--- src/rtl/mmio_servo_hub.sv ---
// -----------------------------------------------------------------------------
// mmio_servo_hub
//
// Memory-mapped peripheral that places NUM_CH button-event channels and NUM_CH
// servo duty channels behind one 32-word register window on the data bus.
// Button presses are latched into sticky flags that clear when read. Servo
// targets are clamped on write, and each channel's current duty slews toward
// its target by STEP units per ramp tick (STEP == 0 snaps immediately).
//
// Register window (offset = addr - BASE_ADDR):
//   0 .. NUM_CH-1       TARGET[i]   read/write, clamped to [MIN_DUTY, MAX_DUTY]
//   8 .. 8+NUM_CH-1     SHORT_EV[i] read-clear
//   16 .. 16+NUM_CH-1   LONG_EV[i]  read-clear
//   24                  STATUS      read-only, {zero, busy}
//   25                  STEP        read/write, low 8 bits
//   anything else       reads 0, writes ignored
//
// Ports:
//   clock      system clock
//   reset      synchronous, active-low reset
//   addr       word address from the processor
//   wren       write enable
//   data_in    write data
//   data_out   read data, registered (one cycle after addr, aligned with RAM)
//   hit        registered: previous-cycle addr was inside the window
//   btn_short  short-press event inputs, one per channel
//   btn_long   long-press event inputs, one per channel
//   duty_out   current ramped duty, channel i at [i*DUTY_W +: DUTY_W]
//   busy       bit i set while current duty i differs from target i
// -----------------------------------------------------------------------------
module mmio_servo_hub #(
    parameter int          NUM_CH       = 3,
    parameter int          DUTY_W       = 10,
    parameter logic [11:0] BASE_ADDR    = 12'd32,
    parameter int          TICK_DIV     = 50000,
    parameter int          MIN_DUTY     = 50,
    parameter int          MAX_DUTY     = 250,
    parameter int          CENTER       = 150,
    parameter int          DEFAULT_STEP = 2
) (
    input  logic                     clock,
    input  logic                     reset,
    input  logic [11:0]              addr,
    input  logic                     wren,
    input  logic [31:0]              data_in,
    output logic [31:0]              data_out,
    output logic                     hit,
    input  logic [NUM_CH-1:0]        btn_short,
    input  logic [NUM_CH-1:0]        btn_long,
    output logic [NUM_CH*DUTY_W-1:0] duty_out,
    output logic [NUM_CH-1:0]        busy
);

    // Ramp arithmetic width: wide enough that cur + 255 never overflows and
    // cur - 255 stays representable as a negative signed value.
    localparam int RW    = DUTY_W + 9;
    localparam int CNT_W = (TICK_DIV > 2) ? $clog2(TICK_DIV) : 1;

    localparam logic [4:0] OFF_SHORT  = 5'd8;
    localparam logic [4:0] OFF_LONG   = 5'd16;
    localparam logic [4:0] OFF_STATUS = 5'd24;
    localparam logic [4:0] OFF_STEP   = 5'd25;

    // -------------------------------------------------------------------------
    // Saturating helpers
    // -------------------------------------------------------------------------

    // Clamp a raw 32-bit write value into the legal target range. The compare
    // is done on the full unsigned word so large values clamp high instead of
    // wrapping after truncation.
    function automatic logic [DUTY_W-1:0] clamp_target(input logic [31:0] v);
        if (v < 32'(MIN_DUTY)) begin
            return DUTY_W'(MIN_DUTY);
        end else if (v > 32'(MAX_DUTY)) begin
            return DUTY_W'(MAX_DUTY);
        end else begin
            return v[DUTY_W-1:0];
        end
    endfunction

    // One ramp step of size s from c toward t, never passing t.
    function automatic logic [DUTY_W-1:0] ramp_next(
        input logic [DUTY_W-1:0] c,
        input logic [DUTY_W-1:0] t,
        input logic [7:0]        s
    );
        logic signed [RW-1:0] cw;
        logic signed [RW-1:0] tw;
        logic signed [RW-1:0] sw;
        logic signed [RW-1:0] up;
        logic signed [RW-1:0] dn;
        cw = $signed(RW'(c));
        tw = $signed(RW'(t));
        sw = $signed(RW'(s));
        up = cw + sw;
        dn = cw - sw;
        if (cw < tw) begin
            return (up > tw) ? t : up[DUTY_W-1:0];
        end else if (cw > tw) begin
            return (dn < tw) ? t : dn[DUTY_W-1:0];
        end else begin
            return c;
        end
    endfunction

    // -------------------------------------------------------------------------
    // State
    // -------------------------------------------------------------------------
    logic [DUTY_W-1:0] tgt [NUM_CH];
    logic [DUTY_W-1:0] cur [NUM_CH];
    logic [7:0]        step;
    logic [NUM_CH-1:0] short_ev;
    logic [NUM_CH-1:0] long_ev;
    logic [CNT_W-1:0]  tick_cnt;
    logic [31:0]       rdata_p1;
    logic              hit_p1;

    // -------------------------------------------------------------------------
    // Address decode
    // -------------------------------------------------------------------------
    // Addresses below the base wrap to a large offset, so "upper offset bits
    // all zero" is an exact window test as long as the window fits in 12 bits.
    logic [11:0]       offset_w;
    logic [4:0]        offset;
    logic              in_win;
    logic              tick;
    logic [NUM_CH-1:0] busy_w;
    logic [NUM_CH-1:0] wr_tgt;
    logic [NUM_CH-1:0] rd_short;
    logic [NUM_CH-1:0] rd_long;
    logic              wr_step;
    logic [31:0]       rdata;

    assign offset_w = addr - BASE_ADDR;
    assign in_win   = (offset_w[11:5] == 7'd0);
    assign offset   = offset_w[4:0];
    assign tick     = (tick_cnt == CNT_W'(TICK_DIV - 1));
    assign wr_step  = in_win && wren && (offset == OFF_STEP);

    always_comb begin
        wr_tgt   = '0;
        rd_short = '0;
        rd_long  = '0;
        busy_w   = '0;
        for (int i = 0; i < NUM_CH; i++) begin
            wr_tgt[i]   = in_win &&  wren && (offset == 5'(i));
            rd_short[i] = in_win && !wren && (offset == OFF_SHORT + 5'(i));
            rd_long[i]  = in_win && !wren && (offset == OFF_LONG + 5'(i));
            busy_w[i]   = (cur[i] != tgt[i]);
        end
    end

    // Read mux: values seen here are the pre-update register contents, so an
    // event read returns the flag before it clears.
    always_comb begin
        rdata = '0;
        if (in_win) begin
            for (int i = 0; i < NUM_CH; i++) begin
                if (offset == 5'(i)) begin
                    rdata[DUTY_W-1:0] = tgt[i];
                end
                if (offset == OFF_SHORT + 5'(i)) begin
                    rdata[0] = short_ev[i];
                end
                if (offset == OFF_LONG + 5'(i)) begin
                    rdata[0] = long_ev[i];
                end
            end
            if (offset == OFF_STATUS) begin
                rdata[NUM_CH-1:0] = busy_w;
            end
            if (offset == OFF_STEP) begin
                rdata[7:0] = step;
            end
        end
    end

    // -------------------------------------------------------------------------
    // Stage p1: registered read data, events, tick counter, targets and ramp
    // -------------------------------------------------------------------------
    always_ff @(posedge clock) begin
        if (!reset) begin
            for (int i = 0; i < NUM_CH; i++) begin
                tgt[i] <= DUTY_W'(CENTER);
                cur[i] <= DUTY_W'(CENTER);
            end
            step     <= 8'(DEFAULT_STEP);
            short_ev <= '0;
            long_ev  <= '0;
            tick_cnt <= '0;
            rdata_p1 <= '0;
            hit_p1   <= 1'b0;
        end else begin
            rdata_p1 <= rdata;
            hit_p1   <= in_win;
            tick_cnt <= tick ? '0 : tick_cnt + CNT_W'(1);

            // A new press arriving with the read keeps the flag set.
            short_ev <= btn_short | (short_ev & ~rd_short);
            long_ev  <= btn_long  | (long_ev  & ~rd_long);

            if (wr_step) begin
                step <= data_in[7:0];
            end

            // The ramp reads the target register before this edge's write,
            // so a write coinciding with a tick takes effect next tick.
            for (int i = 0; i < NUM_CH; i++) begin
                if (wr_tgt[i]) begin
                    tgt[i] <= clamp_target(data_in);
                end
                if (step == 8'd0) begin
                    cur[i] <= tgt[i];
                end else if (tick) begin
                    cur[i] <= ramp_next(cur[i], tgt[i], step);
                end
            end
        end
    end

    // -------------------------------------------------------------------------
    // Outputs
    // -------------------------------------------------------------------------
    assign data_out = rdata_p1;
    assign hit      = hit_p1;
    assign busy     = busy_w;

    for (genvar g = 0; g < NUM_CH; g++) begin : g_duty
        assign duty_out[g*DUTY_W +: DUTY_W] = cur[g];
    end

endmodule
--- config.mk ---
export PLATFORM = sky130hd
export DESIGN_NAME = mmio_servo_hub
export DESIGN_NICKNAME = d
export VERILOG_FILES = /design/src/rtl/mmio_servo_hub.sv
export SDC_FILE = /design/constraint.sdc
export NUM_CORES = 1
export LEC_CHECK = 0
export ABC_AREA = 1
export CAP_MARGIN = 25
export CORE_ASPECT_RATIO = 1.2
export CORE_UTILIZATION = 51
export DETAILED_ROUTE_END_ITERATION = 6
export PLACE_DENSITY = 0.73
export SETUP_SLACK_MARGIN = 0.02
export SLEW_MARGIN = 30
export SYNTH_ARGS = -nofsm -noshare
export SYNTH_HDL_FRONTEND = slang
export SYNTH_SLANG_ARGS = --single-unit
--- constraint.sdc ---
create_clock -name clock -period 4.8 [get_ports clock]
set_input_delay 0.96 -clock clock [delete_from_list [all_inputs] [get_ports clock]]
set_output_delay 0.96 -clock clock [all_outputs]
set_load 0.005 [all_outputs]
==> parameters.txt <==
Parameter                              Value

STA
  Slew Viols, Final ... 0
  Fmax ... 241 MHz
  Final critical-path setup slack ... 0.643 ns
  Total setup violations reported at the end of the flow ... 0
  Worst-margin pin slew ... 0.835 ns
  Total Negative Setup Slacks ... 0 ns
  Part of the cycle the worst path needs ... 86.6%
  Min cycle time layout ... 4.16 ns
  Rel. slew slack ... 44.2%
  RSZ-0062 raised after global routing ... false
  Final hold violation count ... 0
  Final hold slack ... 0.458 ns
  Final worst clock skew ... 0.0118 ns

Global routing
  Number of antenna violations at the first check in global routing ... 0
  Maximum number of pins on one net before global-route repair ... 21
  First-pass GRT wire length ... 53100 um
  Total congestion overflow ... 0
  Global-route total usage across every layer ... 32.4%
  Vias in the first global route ... 10000

Placed design
  Post-Place Worst Slack ... 0.764 ns
  Post-placement cell count ... 1853
  HPWL after DPL ... 27000 um
  Routability congestion estimate ... 0.987
  Number of buffer cells added on primary ports ... 96

CTS
  Post-CTS setup buffers ... 0
  Hold Buf Count CTS ... 0
  Number of sinks handled by clock tree synthesis ... 101
  Maximum buffer depth of the clock tree ... 2
  Count of cells resized by post-cts repair ... 0
  Root Buffer ... sky130_fd_sc_hd__clkbuf_16
  Clock transition at the register clock pins on the worst setup and hold paths after CTS ... 0.08 ns
  H-tree levels ... 3
  Insertion delay of the later-clocked pin in the worst-skew pair ... 0.37 ns
  Number of buffers created by CTS ... 9
  CTS tree ... yes

Pwr
  Internal power ... 1.50 mW
  Combinational power share ... 22.7%
  Power density over the cells ... 187 mW/mm^2
  Net load switching power ... 0.740 mW
  Share of total power consumed by net switching ... 33.0%
  Share of power burned in registers ... 43.4%
  Worst voltage drop across the vdd grid ... 0.167 mV
  Cell leakage power ... 5.73 nW
  Clock group share of total power ... 33.9%

Synthesis
  Leading cell types by total area after synthesis ... sky130_fd_sc_hd__edfxtp_1 (17%), sky130_fd_sc_hd__ha_1 (16%), sky130_fd_sc_hd__nand2_1 (12%)
  Primary FF master, synth ... sky130_fd_sc_hd__edfxtp_1
  Yosys top cell area share ... 17.1%
  Number of instances in the synthesized netlist ... 1507
  Synth warn ... 0
  Average instance area after synthesis ... 6.99 sq um
  Summed instance area of the synthesized netlist ... 0.0105 sq mm
  Yosys reg bits ... 101
  Post-synth EDFFs ... 60
  Part of the Yosys area used for sequential elements ... 24.9%
  Area leader, netlist ... sky130_fd_sc_hd__edfxtp_1
  Count of cell types in the netlist ... 59
  Async set or reset register ratio after synthesis ... 0%

Detailed routing
  Drt pass-1 iters ... 6
  DRC violation total after the first TritonRoute iteration ... 880
  Routed length per instance ... 18.2 um
  Via count ... 10600
  Routed Antenna Nets ... 0
  Remaining DRCs ... 0
  Vias per Instance ... 5.66
  Post-Route WL ... 34100 um

Run status
  Run status ... completed

Critical path
  Type of the setup path with the least slack ... reg2reg
  Kind of end point of the critical path ... flop
  Kind of launch point of the worst setup path ... flop
  Required time reported for the critical path endpoint ... 4.93 ns
  Largest fanout on the critical path ... 11
  Arr. time, crit path ... 4.29 ns

Floorplan
  Y dimension of the die ... 159 um
  I/O pin total ... 119
  Area enclosed by the die boundary ... 0.0212 sq mm
  DIE WIDTH ... 133 um
  Core region area ... 0.0203 sq mm
  Num rows ... 57
  Initial Util ... 52.0%

Cells and area
  Number of cells in the finished layout apart from fillers ... 1870
  Share of post-route cells with drive strength above 1 ... 5.61%
  Syn-to-layout area delta ... 13.6%
  # fillers ... 1903
  Total Nets Final ... 1794

Hold path
  Hold/Removal Path Class ... reg2reg

Run
  Number of violations of the max-capacitance limit ... 0
cell families after synthesis:
logic type      share of synthesized area, %
fa+ha+maj                               17.3
other cells                           0.0356
compound gates                          10.7
buf+inv                                 12.3
flops                                   24.9
simple gates                            31.4
xor+xnor                                3.41
cell type report:
cell class,count,area (sq um),share of cell area [%]
inverter,244,923,7.72
antenna,1,2.50,0.0209
clock inverter,7,72.6,0.607
tap,265,332,2.77
sequential,101,2620,21.9
multi-input combinational,1133,6720,56.2
clock buffer,9,225,1.88
timing repair buffer,110,1070,8.91
Yosys cell counts (7+ instances only):
master,number
sky130_fd_sc_hd__a21oi_1,94
sky130_fd_sc_hd__a221oi_1,9
sky130_fd_sc_hd__buf_2,20
sky130_fd_sc_hd__buf_4,28
sky130_fd_sc_hd__dfxtp_1,41
sky130_fd_sc_hd__edfxtp_1,60
sky130_fd_sc_hd__ha_1,136
sky130_fd_sc_hd__inv_1,223
sky130_fd_sc_hd__inv_2,16
sky130_fd_sc_hd__nand2_1,328
sky130_fd_sc_hd__nand2_2,14
sky130_fd_sc_hd__nand3_1,161
sky130_fd_sc_hd__nand3b_1,8
sky130_fd_sc_hd__nand4_1,29
sky130_fd_sc_hd__nor2_1,124
sky130_fd_sc_hd__nor3_1,18
sky130_fd_sc_hd__nor4_1,10
sky130_fd_sc_hd__o21ai_0,45
sky130_fd_sc_hd__o22ai_1,7
sky130_fd_sc_hd__xor2_1,39
placed cells by master (no fill, tap or decap), drive strengths merged, types with 5 or more instances in the layout:
master / n
fa: 6
inv: 245
nor4: 11
clkdlybuf4s50: 96
nor2: 128
edfxtp: 60
clkbuf: 9
o22ai: 7
nor3: 21
a211oi: 5
ha: 136
a221oi: 9
buf: 14
conb: 28
dfxtp: 41
o21bai: 6
nand3: 168
clkinv: 6
o21ai: 55
nand2: 344
nand3b: 9
xor2: 39
a21oi: 95
nand4: 32
critical path: stages, from the launching register on:
cell	delay (ns)
sky130_fd_sc_hd__dfxtp_1	0.60
sky130_fd_sc_hd__inv_1	0.35
sky130_fd_sc_hd__fa_1	0.53
sky130_fd_sc_hd__inv_1	0.13
sky130_fd_sc_hd__nand4_1	0.10
sky130_fd_sc_hd__nand2_1	0.10
sky130_fd_sc_hd__xor2_1	0.27
sky130_fd_sc_hd__inv_1	0.08
sky130_fd_sc_hd__ha_1	0.31
sky130_fd_sc_hd__nand2_1	0.10
sky130_fd_sc_hd__inv_1	0.04
sky130_fd_sc_hd__a21oi_1	0.13
sky130_fd_sc_hd__nand2_1	0.07
sky130_fd_sc_hd__nand2_1	0.05
sky130_fd_sc_hd__nand2_1	0.05
sky130_fd_sc_hd__nand2_1	0.05
sky130_fd_sc_hd__nand2_1	0.05
sky130_fd_sc_hd__nand2_1	0.33
sky130_fd_sc_hd__nand2_4	0.18
sky130_fd_sc_hd__nand2_1	0.10
sky130_fd_sc_hd__nand2_1	0.05
sky130_fd_sc_hd__nand2_1	0.06
sky130_fd_sc_hd__nand3_1	0.08
sky130_fd_sc_hd__nand2_1	0.07
sky130_fd_sc_hd__inv_1	0.04
registers in the layout (all words and copies together), names as in the netlist:
name / cells
cur: 30
data_out: 10
hit: 1
long_ev: 3
short_ev: 3
step: 8
tgt: 30
tick_cnt: 16
per-layer routing:
layer	routed length (um)	share of wire, %	global-route usage [%]
met4	1640	4.8	16.5
met2	16400	48	55.1
met3	2550	7.5	4.20
met5	0	0	0
met1	13500	40	40.0
power groups by stage:
stage	clock network [mW]	registers (mW)	logic [mW]
after floorplan	0	0.978	0.361
after global placement	0	0.991	0.490
after detailed placement	0	0.992	0.496
after CTS	0.765	0.972	0.499
after global routing	0.794	0.976	0.572
final	0.759	0.973	0.508
path summary, 6_finish.rpt:
path / depth (start not counted) / from / slack (ns) / to
min: 1 / tick_cnt[0] / 0.46 / tick_cnt[0]
min reg2reg: 1 / tick_cnt[0] / 0.46 / tick_cnt[0]
max: 24 / step[1] / 0.64 / cur[0][8]
max reg2reg: 24 / step[1] / 0.64 / cur[0][8]
metrics by stage:
stage | utilization, % | total power, mW | cell area, sq um
2_1_floorplan | - | 1.34 | 10600
3_3_place_gp | 57.6 | 1.48 | 11700
3_5_place_dp | 57.6 | 1.49 | 11700
4_1_cts | 59.1 | 2.24 | 12000
5_1_grt | 59.1 | 2.34 | 12000
6_report | 59.1 | 2.24 | 12000
(Power assumes the default switching activity.)
